<file path="src/rtl/line_clear_ctrl_pkg.sv">
// Shared constants and state encoding for the line-clear sequencer.
package line_clear_ctrl_pkg;

  localparam int MAP_COLS = 10;
  localparam int MAP_ROWS = 20;
  localparam int ROW_W    = 5;
  localparam int COL_W    = 4;
  localparam int CELL_W   = 3;

  localparam logic [CELL_W-1:0] CELL_EMPTY = 3'd0;

  typedef enum logic [2:0] {
    LC_IDLE,
    LC_SCAN,
    LC_FLASH,
    LC_COLLAPSE,
    LC_DONE
  } lc_state_t;

endpackage

</file>
<file path="src/rtl/line_clear_ctrl_flash_timer.sv">
// Flash phase timer: alternating on/off phases of FLASH_CYCLES each, starting on.
// Counters sit at zero whenever run is low, so every run starts a fresh sequence.
module flash_timer #(
  parameter int FLASH_CYCLES = 6250000,
  parameter int FLASH_PHASES = 6
) (
  input  logic clk,
  input  logic rst,
  input  logic run,
  output logic flash_on,
  output logic finished
);

  localparam int CNT_W = (FLASH_CYCLES > 1) ? $clog2(FLASH_CYCLES) : 1;
  localparam int PH_W  = $clog2(FLASH_PHASES + 1);

  logic [CNT_W-1:0] cyc_reg;
  logic [PH_W-1:0]  phase_reg;
  logic             phase_end;

  assign phase_end = (cyc_reg == CNT_W'(FLASH_CYCLES - 1));
  assign finished  = run && phase_end && (phase_reg == PH_W'(FLASH_PHASES - 1));
  assign flash_on  = run && !phase_reg[0];

  always_ff @(posedge clk) begin
    if (rst || !run) begin
      cyc_reg   <= '0;
      phase_reg <= '0;
    end else if (phase_end) begin
      cyc_reg   <= '0;
      phase_reg <= phase_reg + PH_W'(1);
    end else begin
      cyc_reg   <= cyc_reg + CNT_W'(1);
    end
  end

endmodule

</file>
<file path="src/rtl/line_clear_ctrl.sv">
// Line-clear sequencer: scans the playfield for full rows, flashes them, then
// collapses the map downward through the game-side map RAM port.
module line_clear_ctrl
  import line_clear_ctrl_pkg::*;
#(
  parameter int COLS         = MAP_COLS,
  parameter int ROWS         = MAP_ROWS,
  parameter int FLASH_CYCLES = 6250000,
  parameter int FLASH_PHASES = 6
) (
  input  logic              clk,
  input  logic              rst,
  input  logic              start,
  output logic              busy,
  output logic              done,
  output logic [4:0]        lines_cleared,
  output logic [ROWS-1:0]   flash_row_mask,
  output logic              flash_on,
  output logic [4:0]        map_rd_row,
  output logic [3:0]        map_rd_col,
  input  logic [2:0]        map_rd_data,
  output logic              map_we,
  output logic [4:0]        map_wr_row,
  output logic [3:0]        map_wr_col,
  output logic [2:0]        map_wr_data
);

  lc_state_t state_reg, state_next;

  logic [ROW_W-1:0]  scan_row_reg, chk_row_reg, dst_reg, wr_row_reg, lines_reg;
  logic [COL_W-1:0]  scan_col_reg, chk_col_reg, ccol_reg, wr_col_reg;
  logic              issue_done_reg, chk_valid_reg, row_ok_reg;
  logic              last_reg, wr_pending_reg, wr_zero_reg;
  logic [ROWS-1:0]   mask_reg, mask_now;
  logic signed [ROW_W:0] src_reg;

  logic cell_ok, row_ok_now, scan_last, row_skip, row_end;
  logic timer_on, flash_finished;

  // Largest non-full row at or above index 'from'; -1 once the map is exhausted.
  function automatic logic signed [ROW_W:0] next_src(input int from, input logic [ROWS-1:0] m);
    logic signed [ROW_W:0] res;
    res = '1;
    for (int r = 0; r < ROWS; r++)
      if (r <= from && !m[r]) res = (ROW_W+1)'(r);
    return res;
  endfunction

  function automatic logic [ROW_W-1:0] popcount(input logic [ROWS-1:0] m);
    logic [ROW_W-1:0] n;
    n = '0;
    for (int r = 0; r < ROWS; r++) n = n + ROW_W'(m[r]);
    return n;
  endfunction

  assign cell_ok    = (map_rd_data != CELL_EMPTY);
  assign row_ok_now = (chk_col_reg == '0) ? cell_ok : (row_ok_reg && cell_ok);
  assign scan_last  = (state_reg == LC_SCAN) && chk_valid_reg &&
                      (chk_row_reg == ROW_W'(ROWS - 1)) && (chk_col_reg == COL_W'(COLS - 1));

  // A row's mask bit resolves when its last column's data returns.
  for (genvar gi = 0; gi < ROWS; gi++) begin : g_mask
    assign mask_now[gi] = (chk_valid_reg && (chk_col_reg == COL_W'(COLS - 1)) &&
                           (chk_row_reg == ROW_W'(gi))) ? row_ok_now : mask_reg[gi];
  end

  assign row_skip = (src_reg == $signed({1'b0, dst_reg}));
  assign row_end  = row_skip || (ccol_reg == COL_W'(COLS - 1));

  flash_timer #(
    .FLASH_CYCLES(FLASH_CYCLES),
    .FLASH_PHASES(FLASH_PHASES)
  ) u_flash_timer (
    .clk     (clk),
    .rst     (rst),
    .run     (state_reg == LC_FLASH),
    .flash_on(timer_on),
    .finished(flash_finished)
  );

  always_ff @(posedge clk) begin
    if (rst) state_reg <= LC_IDLE;
    else     state_reg <= state_next;
  end

  always_comb begin
    state_next     = state_reg;
    busy           = (state_reg != LC_IDLE);
    done           = (state_reg == LC_DONE);
    lines_cleared  = lines_reg;
    flash_row_mask = (state_reg == LC_FLASH) ? mask_reg : '0;
    flash_on       = timer_on;
    map_rd_row     = '0;
    map_rd_col     = '0;
    map_we         = wr_pending_reg;
    map_wr_row     = wr_pending_reg ? wr_row_reg : '0;
    map_wr_col     = wr_pending_reg ? wr_col_reg : '0;
    map_wr_data    = (wr_pending_reg && !wr_zero_reg) ? map_rd_data : CELL_EMPTY;

    if (state_reg == LC_SCAN) begin
      map_rd_row = scan_row_reg;
      map_rd_col = scan_col_reg;
    end else if (state_reg == LC_COLLAPSE && !last_reg && !row_skip && !src_reg[ROW_W]) begin
      map_rd_row = src_reg[ROW_W-1:0];
      map_rd_col = ccol_reg;
    end

    case (state_reg)
      LC_IDLE:     if (start) state_next = LC_SCAN;
      LC_SCAN:     if (scan_last) state_next = (mask_now == '0) ? LC_DONE : LC_FLASH;
      LC_FLASH:    if (flash_finished) state_next = LC_COLLAPSE;
      LC_COLLAPSE: if (last_reg) state_next = LC_DONE;
      LC_DONE:     state_next = LC_IDLE;
      default:     state_next = LC_IDLE;
    endcase
  end

  always_ff @(posedge clk) begin
    if (rst) begin
      scan_row_reg   <= '0;
      scan_col_reg   <= '0;
      issue_done_reg <= 1'b0;
      chk_valid_reg  <= 1'b0;
      chk_row_reg    <= '0;
      chk_col_reg    <= '0;
      row_ok_reg     <= 1'b0;
      mask_reg       <= '0;
      lines_reg      <= '0;
      dst_reg        <= '0;
      src_reg        <= '0;
      ccol_reg       <= '0;
      last_reg       <= 1'b0;
      wr_pending_reg <= 1'b0;
      wr_row_reg     <= '0;
      wr_col_reg     <= '0;
      wr_zero_reg    <= 1'b0;
    end else begin
      wr_pending_reg <= 1'b0;
      case (state_reg)
        LC_IDLE: begin
          if (start) begin
            lines_reg      <= '0;
            mask_reg       <= '0;
            scan_row_reg   <= '0;
            scan_col_reg   <= '0;
            issue_done_reg <= 1'b0;
            chk_valid_reg  <= 1'b0;
          end
        end
        LC_SCAN: begin
          if (!issue_done_reg) begin
            chk_valid_reg <= 1'b1;
            chk_row_reg   <= scan_row_reg;
            chk_col_reg   <= scan_col_reg;
            if (scan_col_reg == COL_W'(COLS - 1)) begin
              scan_col_reg <= '0;
              if (scan_row_reg == ROW_W'(ROWS - 1)) issue_done_reg <= 1'b1;
              else scan_row_reg <= scan_row_reg + ROW_W'(1);
            end else begin
              scan_col_reg <= scan_col_reg + COL_W'(1);
            end
          end else begin
            chk_valid_reg <= 1'b0;
          end
          if (chk_valid_reg) row_ok_reg <= row_ok_now;
          mask_reg <= mask_now;
          if (scan_last) lines_reg <= popcount(mask_now);
        end
        LC_FLASH: begin
          if (flash_finished) begin
            dst_reg  <= ROW_W'(ROWS - 1);
            src_reg  <= next_src(ROWS - 1, mask_reg);
            ccol_reg <= '0;
            last_reg <= 1'b0;
          end
        end
        LC_COLLAPSE: begin
          if (!last_reg) begin
            // Issue stage; the write lands one cycle later with the read data.
            if (!row_skip) begin
              wr_pending_reg <= 1'b1;
              wr_row_reg     <= dst_reg;
              wr_col_reg     <= ccol_reg;
              wr_zero_reg    <= src_reg[ROW_W];
              ccol_reg       <= row_end ? '0 : ccol_reg + COL_W'(1);
            end
            if (row_end) begin
              if (dst_reg == '0) begin
                last_reg <= 1'b1;
              end else begin
                dst_reg <= dst_reg - ROW_W'(1);
                src_reg <= next_src(int'(src_reg) - 1, mask_reg);
              end
            end
          end
        end
        default: ;
      endcase
    end
  end

endmodule

</file>
<file path="config.mk">
export PLATFORM = sky130hd
export DESIGN_NAME = line_clear_ctrl
export DESIGN_NICKNAME = d
export VERILOG_FILES = /design/src/rtl/line_clear_ctrl_pkg.sv /design/src/rtl/line_clear_ctrl_flash_timer.sv /design/src/rtl/line_clear_ctrl.sv
export SDC_FILE = /design/constraint.sdc
export NUM_CORES = 1
export LEC_CHECK = 0
export ABC_CLOCK_PERIOD_IN_PS = 13650
export CAP_MARGIN = 20
export CORE_AREA = 2 2 132 134
export DETAILED_ROUTE_END_ITERATION = 8
export DIE_AREA = 0 0 134 136
export GPL_TIMING_DRIVEN = 0
export SKIP_CTS_REPAIR_TIMING = 1
export SYNTH_ARGS = -nofsm -noshare
export SYNTH_HDL_FRONTEND = slang
export SYNTH_SLANG_ARGS = --single-unit
</file>
<file path="constraint.sdc">
create_clock -name clk -period 13.65 [get_ports clk]
set_clock_uncertainty 0.05 [all_clocks]
set_input_delay 2.73 -clock clk [delete_from_list [all_inputs] [get_ports clk]]
set_output_delay 2.73 -clock clk [all_outputs]
set_load 0.05 [all_outputs]
</file>
* Yosys cells after proc, flatten, opt, wreduce, memory -nomap -nowiden
Cells that the tools add are included.
** Cells by class
- Add/sub/neg operators :: 26
- $mul :: 0
- Divide/modulo/power cells :: 0
- $lt $le $gt $ge :: 20
- Eq/ne operators :: 41
- Shift-type cells :: 0
- Mux-type cells :: 116
- Bitwise gates (word level) :: 4
- Reductions and logical operators :: 102
** Operators by type and width (count)
- $mux 6 :: 44
- $add 5x1->5 :: 15
- $mux 5 :: 12
- $le 5x7->1 const A :: 8
- $logic_and 1x1->1 :: 52
- $eq 5x4->1 const B :: 8
- $mux 20 :: 2
- $mux 4 :: 10
- $pmux 20 s2 :: 1
- $mux 1 :: 31
- $pmux 5 s2 :: 3
- $le 4x7->1 const A :: 4
- $le 6x7->1 const A :: 4
- $logic_not 1->1 :: 26
- $eq 5x5->1 const B :: 5
- $add 23x1->23 const B :: 1
- $eq 23x23->1 const B :: 1
- $eq 5x3->1 const B :: 4
- $logic_not 20->1 :: 1
- $ne 2x2->1 const B :: 10
- $mux 3 :: 6
- $pmux 4 s2 :: 2
- $le 3x7->1 const A :: 2
- $eq 4x4->1 const B :: 3
- other kinds (34) :: 54
** Storage, ports and cells
- Bits in registers :: 102
- Latch bits :: 0
- Bits in writable memories :: 0
- Bits in read-only memories :: 0
- Bits of input ports :: 6
- Output and inout bits :: 50
- Word-level logic and storage cells :: 329
- Memories kept :: 0

* Longest topological paths before layout
- Depth in word-level cells :: 27
- Gate-level depth with buffers :: 19
- Mapped depth without buffers :: 17

* Cells and area by module
From an unflattened synthesis, not the netlist that was laid out.
** Unflattened totals
- Cells, all modules :: 857
- Area total of the unflattened synthesis :: 6919.1 µm²
** Modules (own cells, without submodules)
- line_clear_ctrl :: instances 1, cells each 717, area an instance 5641.7 µm², seq. area each 1521.5 µm²
- flash_timer :: instances 1, cells each 140, area an instance 1277.5 µm², seq. area each 520.5 µm²

* Worst setup path after synthesis
No wires, ideal clock.
- Path type :: input -> register
- Start point :: input map_rd_data[0]
- End point :: register lines_reg[4] (netlist: lines_cleared[4])
- Setup time :: 0.128 ns
- Arrival time :: 7.330 ns
- Setup slack :: 6.142 ns
- Stages :: 16
- Cells stage by stage :: o32a_1 clkbuf_1 clkbuf_1 mux2_2 fa_1 fa_1 fa_1 fa_1 fa_1 ha_1 fa_1 a21o_1 a21oi_1 nor3_1 a21oi_1 nor2_1
** On the way
- Cells in the longest elaborated chain, start to end :: 25
- Elaborated cells between the ends (all ways) :: 44
- Classes of those cells :: add/sub (19); mux (23); reduce/logical (2)
** Ends and longest elaborated chain
- start: declaration :: RTL line line_clear_ctrl.sv:21 : input logic [2:0] map_rd_data,
- $reduce_bool 3->1 * :: RTL line line_clear_ctrl.sv:56 : assign cell_ok = (map_rd_data != CELL_EMPTY);
- $logic_and 1x1->1 :: RTL line line_clear_ctrl.sv:57 : assign row_ok_now = (chk_col_reg == '0) ? cell_ok : (row_ok_reg && cell_ok);
- $mux 1 * :: RTL line line_clear_ctrl.sv:57
- $mux 1 :: RTL line line_clear_ctrl.sv:64 : (chk_row_reg == ROW_W'(gi))) ? row_ok_now : mask_reg[gi];
- $add 1x1->2 :: RTL line line_clear_ctrl.sv:52 : for (int r = 0; r < ROWS; r++) n = n + ROW_W'(m[r]);
- $add 2x1->3 :: RTL line line_clear_ctrl.sv:52
- $add 3x1->4 :: RTL line line_clear_ctrl.sv:52
- $add 4x1->5 :: RTL line line_clear_ctrl.sv:52
- $add 5x1->5 (14 in a row) :: RTL line line_clear_ctrl.sv:52
- $add 5x1->5 * :: RTL line line_clear_ctrl.sv:52
- $mux 5 * :: RTL line line_clear_ctrl.sv:167 : if (scan_last) lines_reg <= popcount(mask_now);
- $pmux 5 s2 * :: RTL line line_clear_ctrl.sv:139 : case (state_reg)
- end signal: assignment :: RTL line line_clear_ctrl.sv:167
- end: declaration :: RTL line line_clear_ctrl.sv:30 : logic [ROW_W-1:0] scan_row_reg, chk_row_reg, dst_reg, wr_row_reg, lines_reg;
Every way passes the cells marked *; elsewhere a longest branch is shown, timed or not. The select of a mux whose other input is x is not followed.
A chain may end at the register's enable or synchronous reset.

* Final worst setup path
Ends and elaborated chain as after synthesis.

==> impl_metrics.env <==
export IMPL_outcome="completed"
export IMPL_grt_max_degree=18
export IMPL_start_util=0.4121
export IMPL_synthArstFlopShare=0
export IMPL_worst_slew_pin_slew_ns=1.007
export IMPL_grt_pass1_vias=6234
export IMPL_arrival_ns=8.19
export IMPL_fin_crit_sh=0.5880
export IMPL_slew_violations=0
export IMPL_grt_overflow=0
export IMPL_crit_family="adder cells"
export IMPL_syn_inst=869
export IMPL_row_count=48
export IMPL_synthTopCellsByArea="dfxtp_1 (29%), nor2_1 (6.0%), nand2_1 (4.4%)"
export IMPL_yosysSeqAreaShare=0.2936
export IMPL_p_seq_frac=0.468
export IMPL_hold_path_class="register to register"
export IMPL_core_um2=16880
export IMPL_via_count=6606
export IMPL_place_gp_congestion=0.9279
export IMPL_routedWlPerCell_um=17.82
export IMPL_drive_above_1_share=0.09149
export IMPL_largest_reg_flops=23
export IMPL_cp_common_cell="fa_1"
export IMPL_grt_usage=0.2307
export IMPL_place_ws_ns=5.295
export IMPL_ys_types=85
export IMPL_relSlewSlack=0.3194
export IMPL_crit_path_end_kind="register"
export IMPL_vias_per_cell=5.670
export IMPL_chipWidth_um=134
export IMPL_ys_ff_latch=102
export IMPL_pwr_share_clk=0.403
export IMPL_cts_made_buffers=9
export IMPL_fp_dieH_um=136
export IMPL_crit_path_cell_trace="clkdlybuf4s50_1 -> o32a_1 -> clkbuf_1 -> clkbuf_1 -> mux2_2 -> fa_1 -> fa_1 -> fa_1 -> fa_1 -> fa_1 -> ha_1 -> fa_1 -> a21o_1 -> a21oi_1 -> nor3_1 -> a21oi_1 -> nor2_1"
export IMPL_ant_nets=0
export IMPL_clkSinkCount=102
export IMPL_clk_latency_ns=0.36
export IMPL_final_seq_area_um2=2042
export IMPL_synth_largest_area_cell="dfxtp_1"
export IMPL_die_area_um2=18220
export IMPL_fin_tns_setup_ns=0
export IMPL_antenna_cells=0
export IMPL_ys_flop_type="dfxtp_1"
export IMPL_p_sw_uw=190.2
export IMPL_worst_path_buf_inv=3
export IMPL_clk_pin_slew_ns=0.07
export IMPL_cts_max_level=3
export IMPL_rsz0062_at_grt="false"
export IMPL_antenna_found_initial=0
export IMPL_critPathMaxStageDelay_ns=0.60
export IMPL_dpl_hpwl_um=15570
export IMPL_cp_max_fo=10
export IMPL_worst_slack_ns=5.624
export IMPL_cts_buffer_depth=2
export IMPL_final_nets=977
export IMPL_cts_tree="yes"
export IMPL_cap_violations=0
export IMPL_leakage_uw=0.002933
export IMPL_crit_required_ns=13.82
export IMPL_synth_edf_count=0
export IMPL_p_comb_frac=0.130
export IMPL_portBuffers=55
export IMPL_fin_crit_ns=8.026
export IMPL_syn_nets=911
export IMPL_fin_util=0.4792
export IMPL_setup_violations=0
export IMPL_boundaryPins=56
export IMPL_start_kind="input port"
export IMPL_syn_to_final_growth_pct=16.28
export IMPL_fill_cells=1684
export IMPL_synthDominantCellAreaShare=0.2936
export IMPL_power_density_nw_per_um2=81.25
export IMPL_drc_errors=0
export IMPL_max_vdd_ir_drop_mv=0.06669
export IMPL_power_uw=657.1
export IMPL_finalHoldViolCount=0
export IMPL_cp_slowest_cell="fa_1"
export IMPL_grt_pass1_wl_um=33260
export IMPL_max_freq_mhz=124.6
export IMPL_cts_root_buf="clkbuf_16"
export IMPL_initialDrtViolationCount=437
export IMPL_multi_input_area_um2=4558
export IMPL_first_pass_iters=6
export IMPL_p_int_uw=466.9
export IMPL_worstSetupPathType="input port to register"
export IMPL_wl_um=20760
export IMPL_synth_area_um2=6955
export IMPL_switching_share=0.2894
export IMPL_yosysWarnings=0
export IMPL_synth_avg_cell_area_um2=8.004
## kinds of logic (layout without fill, tap and decap cells)
group	after synthesis	after routing	synth area share
AO/OA/AOI/OAI	194	194	0.2015
multiplexers	23	23	0.03634
buffers and inverters	84	155	0.05109
adder cells (fa/ha/maj)	36	36	0.07987
XOR/XNOR	37	37	0.04659
flip-flops	102	102	0.2936
AND/OR/NAND/NOR	393	393	0.2911
## placed cells by master (no fill, tap or decap), types with 10 or more instances in the layout
master | Yosys | final
a21oi_1 | 51 | 51
a22oi_1 | 20 | 20
a31oi_1 | 15 | 15
and2_1 | 33 | 33
buf_2 | 11 | 11
clkbuf_1 | 34 | 35
clkdlybuf4s50_1 | 0 | 55
dfxtp_1 | 102 | 102
fa_1 | 14 | 14
ha_1 | 22 | 22
inv_1 | 33 | 33
mux2_2 | 18 | 18
nand2_1 | 81 | 81
nand2b_1 | 12 | 12
nand3_1 | 40 | 40
nand4_1 | 19 | 19
nor2_1 | 111 | 111
nor2b_1 | 12 | 12
nor3_1 | 15 | 15
nor4_1 | 10 | 10
o21ai_0 | 20 | 20
xnor2_1 | 14 | 14
xor2_1 | 23 | 23
## cell usage after synthesis (6+ instances only)
library cell	instances
or2_2	9
buf_2	11
o21ai_1	7
nand2b_1	12
inv_1	33
a21o_1	6
xnor2_1	14
clkbuf_1	34
nor2_1	111
xor2_1	23
or3_1	8
nor3_1	15
dfxtp_1	102
nand2_1	81
nand3_1	40
nand4_1	19
a22o_1	8
and2_1	33
fa_1	14
nor2b_1	12
and3_1	6
ha_1	22
a22oi_1	20
a21oi_1	51
mux2_2	18
nor4_1	10
o21ai_0	20
a31oi_1	15
## path summary, 6_finish.rpt
kind | to | depth (start not counted) | slack (ns) | startpoint
setup / recovery | lines_cleared[4] | 17 | 5.62 | map_rd_data[0]
hold / removal | lines_cleared[1] | 2 | 0.40 | lines_cleared[1]
setup reg to reg | lines_cleared[4] | 17 | 7.60 | chk_col_reg[1]
hold reg to reg | lines_cleared[1] | 2 | 0.40 | lines_cleared[1]
## power by group through the flow
stage	combinational [uW]	sequential (uW)	clock [uW]
final	85.2	307	264
after global placement	84.4	314	0
after detailed placement	84.2	314	0
after CTS	84.8	307	270
after global routing	93.9	308	283
after floorplan	57.2	312	0
## through the flow
step	hold slack, ns	cell area (um2)	cells
CTS	0.4064	8088	1165
global route	0.4307	8088	1165
detailed placement	0.3965	7787	1149
global placement	0.3930	7787	1149
finish	0.4042	8088	1165
floorplan	0.3795	6955	869
## cell type report
class	count	area share
Clock buffer	10	0.02831
Multi-Input combinational cell	683	0.5636
Tap cell	225	0.03481
Clock inverter	6	0.008818
Sequential cell	102	0.2525
Buffer	50	0.02816
Timing Repair Buffer	55	0.06807
Inverter	34	0.01578
## worst reg2reg max path: stages, from the launching register on
cell	delay, ns
dfxtp_1	0.37
nor4_1	0.45
o32a_1	0.30
clkbuf_1	0.34
clkbuf_1	0.40
mux2_2	0.29
fa_1	0.45
fa_1	0.60
fa_1	0.45
fa_1	0.51
fa_1	0.52
ha_1	0.25
fa_1	0.40
a21o_1	0.17
a21oi_1	0.14
nor3_1	0.06
a21oi_1	0.13
nor2_1	0.05
## layer usage
metal / routed length, um / up-vias / track usage / share of wire
li1: - / 3220 / - / -
met1: 10000 / 3119 / 0.3226 / 0.48
met2: 8968 / 229 / 0.3544 / 0.43
met3: 1320 / 38 / 0.04922 / 0.064
met4: 468 / 0 / 0.07447 / 0.023
met5: 0 / - / 0 / 0
(Power assumes the default switching activity.)
